## config.mk

```make
export PLATFORM = sky130hd
export DESIGN_NAME = instr_fetch_unit
export DESIGN_NICKNAME = d
export VERILOG_FILES = /design/src/rtl/fetch_pkg.sv /design/src/rtl/fetch_fifo.sv /design/src/rtl/instr_fetch_unit.sv
export SDC_FILE = /design/constraint.sdc
export NUM_CORES = 1
export LEC_CHECK = 0
export BUFFER_PORTS_ARGS = -buffer_cell sky130_fd_sc_hd__clkbuf_2
export CORE_ASPECT_RATIO = 0.9
export CORE_MARGIN = 2
export CORE_UTILIZATION = 40
export CTS_CLUSTER_SIZE = 8
export DETAILED_ROUTE_END_ITERATION = 8
export REMOVE_ABC_BUFFERS = 1
export SYNTH_ARGS = -nofsm -noshare
export SYNTH_HDL_FRONTEND = slang
export SYNTH_HIERARCHICAL = 1
export SYNTH_SLANG_ARGS = --single-unit
```

## constraint.sdc

```tcl
create_clock -name clk -period 12.3 [get_ports clk]
set_clock_uncertainty 0.2 [all_clocks]
set_input_delay 2.46 -clock clk [delete_from_list [all_inputs] [get_ports clk]]
set_output_delay 2.46 -clock clk [all_outputs]
set_load 0.02 [all_outputs]
```

## src/rtl/fetch_pkg.sv

```systemverilog
// Shared types and constants for the instruction fetch stage.
package fetch_pkg;

    localparam int PC_W    = 32;
    localparam int INSTR_W = 32;
    localparam logic [INSTR_W-1:0] INSTR_NOP = 32'h0000_0000;

    typedef struct packed {
        logic [PC_W-1:0]    pc;
        logic [INSTR_W-1:0] instr;
    } fetch_entry_t;

    function automatic logic [PC_W-1:0] align_pc(input logic [PC_W-1:0] pc);
        return pc & ~PC_W'(3);
    endfunction

endpackage

```

## src/rtl/fetch_fifo.sv

```systemverilog
// Synchronous FIFO with flush; the head is read straight from storage flops and
// forced to zero while empty so downstream never sees stale or unknown data.
module fetch_fifo
    import fetch_pkg::*;
#(
    parameter type T     = fetch_entry_t,
    parameter int  DEPTH = 4
) (
    input  logic                       clk,
    input  logic                       reset,
    input  logic                       flush,
    input  logic                       push,
    input  T                           push_data,
    input  logic                       pop,
    output T                           head,
    output logic                       head_vld,
    output logic [$clog2(DEPTH+1)-1:0] count
);

    localparam int PTR_W = $clog2(DEPTH);
    localparam int CNT_W = $clog2(DEPTH + 1);
    localparam logic [CNT_W-1:0] FULL = CNT_W'(DEPTH);

    T                 mem [DEPTH];
    logic [PTR_W-1:0] wr_ptr;
    logic [PTR_W-1:0] rd_ptr;
    logic             do_push;
    logic             do_pop;

    assign do_pop  = pop && (count != '0);
    // A full FIFO can still take a push when the head leaves in the same cycle.
    assign do_push = push && ((count != FULL) || do_pop);

    always_ff @(posedge clk) begin
        if (reset || flush) begin
            wr_ptr <= '0;
            rd_ptr <= '0;
            count  <= '0;
        end else begin
            if (do_push) wr_ptr <= wr_ptr + 1'b1;
            if (do_pop)  rd_ptr <= rd_ptr + 1'b1;
            case ({do_push, do_pop})
                2'b10:   count <= count + 1'b1;
                2'b01:   count <= count - 1'b1;
                default: count <= count;
            endcase
        end
    end

    always_ff @(posedge clk) begin
        if (do_push && !flush) mem[wr_ptr] <= push_data;
    end

    assign head_vld = (count != '0);
    assign head     = head_vld ? mem[rd_ptr] : '0;

endmodule

```

## src/rtl/instr_fetch_unit.sv

```systemverilog
// Instruction fetch: credit-limited request generation, in-order response
// tracking, redirect flush with discard of stale responses, output buffer.
module instr_fetch_unit
    import fetch_pkg::*;
#(
    parameter int              DEPTH    = 4,
    parameter logic [PC_W-1:0] RESET_PC = 32'h0
) (
    input  logic               clk,
    input  logic               reset,
    input  logic               redirect,
    input  logic [PC_W-1:0]    redirect_pc,
    output logic               imem_req,
    output logic [PC_W-1:0]    imem_addr,
    input  logic               imem_gnt,
    input  logic               imem_rvalid,
    input  logic [INSTR_W-1:0] imem_rdata,
    output logic               instr_valid,
    output logic [INSTR_W-1:0] instr,
    output logic [PC_W-1:0]    instr_pc,
    input  logic               instr_ready
);

    localparam int CNT_W = $clog2(DEPTH + 1);
    localparam logic [CNT_W:0] CREDIT = (CNT_W + 1)'(DEPTH);

    logic [PC_W-1:0]  fetch_pc;
    logic [CNT_W-1:0] outstanding;
    logic [CNT_W-1:0] out_next;
    logic [CNT_W-1:0] drop;
    logic [CNT_W-1:0] buf_count;
    logic [CNT_W-1:0] pcq_count;
    logic [CNT_W:0]   in_use;
    logic             issue;
    logic             rsp;
    logic             keep;
    logic [PC_W-1:0]  pcq_head;
    logic             pcq_vld;
    fetch_entry_t     buf_push;
    fetch_entry_t     buf_head;

    // Buffered plus in-flight words never exceed the buffer, so responses always fit.
    assign in_use    = {1'b0, buf_count} + {1'b0, outstanding};
    assign imem_req  = !reset && !redirect && (in_use < CREDIT);
    assign imem_addr = fetch_pc;
    assign issue     = imem_req && imem_gnt;
    assign rsp       = imem_rvalid && (outstanding != '0);
    assign keep      = rsp && (drop == '0) && !redirect && pcq_vld;

    always_comb begin
        out_next = outstanding;
        if (issue && !rsp)      out_next = outstanding + 1'b1;
        else if (rsp && !issue) out_next = outstanding - 1'b1;
    end

    always_ff @(posedge clk) begin
        if (reset) begin
            fetch_pc    <= RESET_PC;
            outstanding <= '0;
            drop        <= '0;
        end else begin
            outstanding <= out_next;
            if (redirect) begin
                // Everything still in flight belongs to the old stream.
                fetch_pc <= align_pc(redirect_pc);
                drop     <= out_next;
            end else begin
                if (issue) fetch_pc <= fetch_pc + 32'd4;
                if (rsp && (drop != '0)) drop <= drop - 1'b1;
            end
        end
    end

    fetch_fifo #(
        .T     (logic [PC_W-1:0]),
        .DEPTH (DEPTH)
    ) u_pc_queue (
        .clk       (clk),
        .reset     (reset),
        .flush     (redirect),
        .push      (issue),
        .push_data (fetch_pc),
        .pop       (keep),
        .head      (pcq_head),
        .head_vld  (pcq_vld),
        .count     (pcq_count)
    );

    assign buf_push = '{pc: pcq_head, instr: imem_rdata};

    fetch_fifo #(
        .T     (fetch_entry_t),
        .DEPTH (DEPTH)
    ) u_out_buf (
        .clk       (clk),
        .reset     (reset),
        .flush     (redirect),
        .push      (keep),
        .push_data (buf_push),
        .pop       (instr_ready && !redirect),
        .head      (buf_head),
        .head_vld  (instr_valid),
        .count     (buf_count)
    );

    assign instr    = buf_head.instr;
    assign instr_pc = buf_head.pc;

    a_no_orphan_rsp : assert property (@(posedge clk) disable iff (reset)
        imem_rvalid |-> (outstanding != '0));

    a_pcq_tracks : assert property (@(posedge clk) disable iff (reset)
        pcq_count == (outstanding - drop));

endmodule

```

==> out/metrics.cfg <==
[yosys]
async_reset_ff_share_pct = 0
synth_ff_type = edfxtp_1
netlist.area_leader.share_pct = 64.2
syn_avg_cell_area_um2 = 17.6
postSynthCellCount = 1022
synth_cell_types = 60
synth_enable_flop_cells = 384
yosys_warnings = 6
ys_seq_area_share_pct = 70.2
yosys.area.top_type = edfxtp_1
synth_area_mm2 = 0.0180
synth_area_leaders = edfxtp_1, mux4_2, dfxtp_1
synth_seq_cells = 438

[sta]
grt_setup_unrepaired = no
min_period_over_period_pct = 52.3
fin_ws_ps = 5870
max_freq_mhz = 155
maxSlewHeadroom_pct = 23.5
setup_violations = 0
min_period_ps = 6430
hold_viol_final = 0
fin_setup_tns_ps = 0
hold_slack_ps = 326
worst_pin_slew_ps = 1140
slew_viol_final = 0

[clocking]
cts_inserted_buffers = 60
holdBufCountCts = 0
clock_path_buffers = 3
clock_latency_ps = 580
cts-htree-levels = 2
cts_setup_buffers = 0
clkTransAtPathRegs_ps = 50
cts_sinks = 438
clock-root-buffer = clkbuf_16
cts_tree = done
cts_resized = 0

[global_route]
grt_max_degree = 67
busiest_layer = met2
grtUsageMet2_pct = 27.2
grt_util_all_layers_pct = 17.2
antenna_found_initial = 0
grt_pass1_vias = 10000
grt_pass1_wl_mm = 59.6
grt_remaining_overflow = 0
met1_usage_pct = 23.9
grt_util_met3_pct = 3.54

[floorplan]
die_x_um = 227
fp-row-count = 73
coreArea_mm2 = 0.0443
die_h_um = 205
dieArea_mm2 = 0.0466
initial_utilization_pct = 40.6
io_pins = 168

[setup_path]
critPathLaunchType = input pin
crit_type = input pin to output port
crit_required_ps = 9640
arrival_ps = 3770
cp_max_fo = 36
endpoint_kind = output port

[detailed_routing]
drtPass1Iterations = 5
drt_iter0_markers = 684
ant_nets = 0
num_vias = 9651
avgRoutedWirePerCell_um = 21.2
drc = 0
routed_wl_mm = 38.9
viasPerCell = 5.26

[layout]
final_layout_size_suffix_gt1_share_pct = 29.2
fin_nets = 1299
final_core_util_pct = 47.2
stdcell_count = 1836
layout_commonest_cell = edfxtp_1
antenna_cells = 0
area_growth_pct = 16.4
layout_common_cells = edfxtp_1, clkbuf_2, and2_1, mux4_2, clkbuf_16

[hold_path]
hold_path_class = flip-flop to flip-flop

[power]
power_density_mw_per_mm2 = 155
p_leak_uw = 0.00695
vdd_drop_max_v = 0.000101

[placed_design]
gp_congestion = 0.743
post-place-ws_ps = 5600
dp_hpwl_mm = 22.9
io_buffers = 163
placed_cells = 1749

[flow_run]
drv_cap = 0

[outcome]
run_status = complete, no violations

metrics by stage:
stage,area [um2],total power (uW)
finish,20900,3250
global route,20900,3380
CTS,20900,3300
detailed placement,19300,1820
global placement,19300,1820
floorplan,17600,1760
power by group:
group	switching [uW]	internal, uW
sequential	27.2	1630
clock	566	894
combinational	79.9	52.5
routing by layer:
layer  up-vias  part of all wire [%]
met5         -                     0
met4         0                   2.8
met3        75                   5.9
met2       315                    47
met1      4886                    44
li1       4375                     -
cells in the mapped netlist (5+ instances only):
master and n:
mux4_2 90, nand3b_1 5, and2_1 109, dfxtp_1 54
clkbuf_1 19, o21ai_0 16, a31oi_1 11, a211oi_1 7
nand2b_1 5, nor3_1 11, xnor2_1 7, a21oi_1 22
mux4_1 6, a22oi_1 6, buf_12 9, edfxtp_1 384
nor2_1 37, xor2_1 11, o211ai_1 8, nand4_1 10
inv_1 22, or3_1 7, buf_2 21, nand2_1 28
nand3_1 25, ha_1 16
worst paths after layout:
kind                            cells after the start                 start  slack (ps)                     to
worst max-delay path                                4                 reset        5870               imem_req
worst min-delay path                                2  u_pc_queue/rd_ptr[0]         330              flip-flop
worst max register to register                      8    u_out_buf/count[2]        7890  u_pc_queue/mem[2][26]
worst min register to register                      2  u_pc_queue/rd_ptr[0]         330              flip-flop
area by class of cell:
type,instances,area (um2)
fill,3770,23400
sequential,438,12600
inverter,22,82.6
clock buffer,85,1630
timing repair buffer,177,921
tap,600,751
clock inverter,2,17.5
multi-input combinational,512,4890
worst max-delay path, stage by stage:
cell	delay (ps)
clkbuf_2	450
nor2_1	460
and3_1	220
clkbuf_2	170
kinds of logic (layout without fill, tap and decap cells):
family / after synthesis / count (layout) / synth area share (%)
DFF: 438 / 438 / 70.2
other: 1 / 10 / 0.0209
AOI/OAI and AO/OA: 95 / 95 / 3.54
adders and majority gates: 19 / 19 / 1.39
xor gates and xnor gates: 18 / 18 / 0.877
buffers and inverters: 81 / 286 / 2.88
muxes: 101 / 101 / 12.5
and+or+nand+nor: 269 / 269 / 8.64
flip-flops by register name, indices dropped and copies added (netlist names), named ones only:
register	cells
u_out_buf/mem	256
u_pc_queue/mem	128
imem_addr	30
drop	3
outstanding	3
u_out_buf/count	3
u_pc_queue/count	3
u_out_buf/rd_ptr	2
u_out_buf/wr_ptr	2
u_pc_queue/rd_ptr	2
u_pc_queue/wr_ptr	2
(Power assumes the default switching activity.)
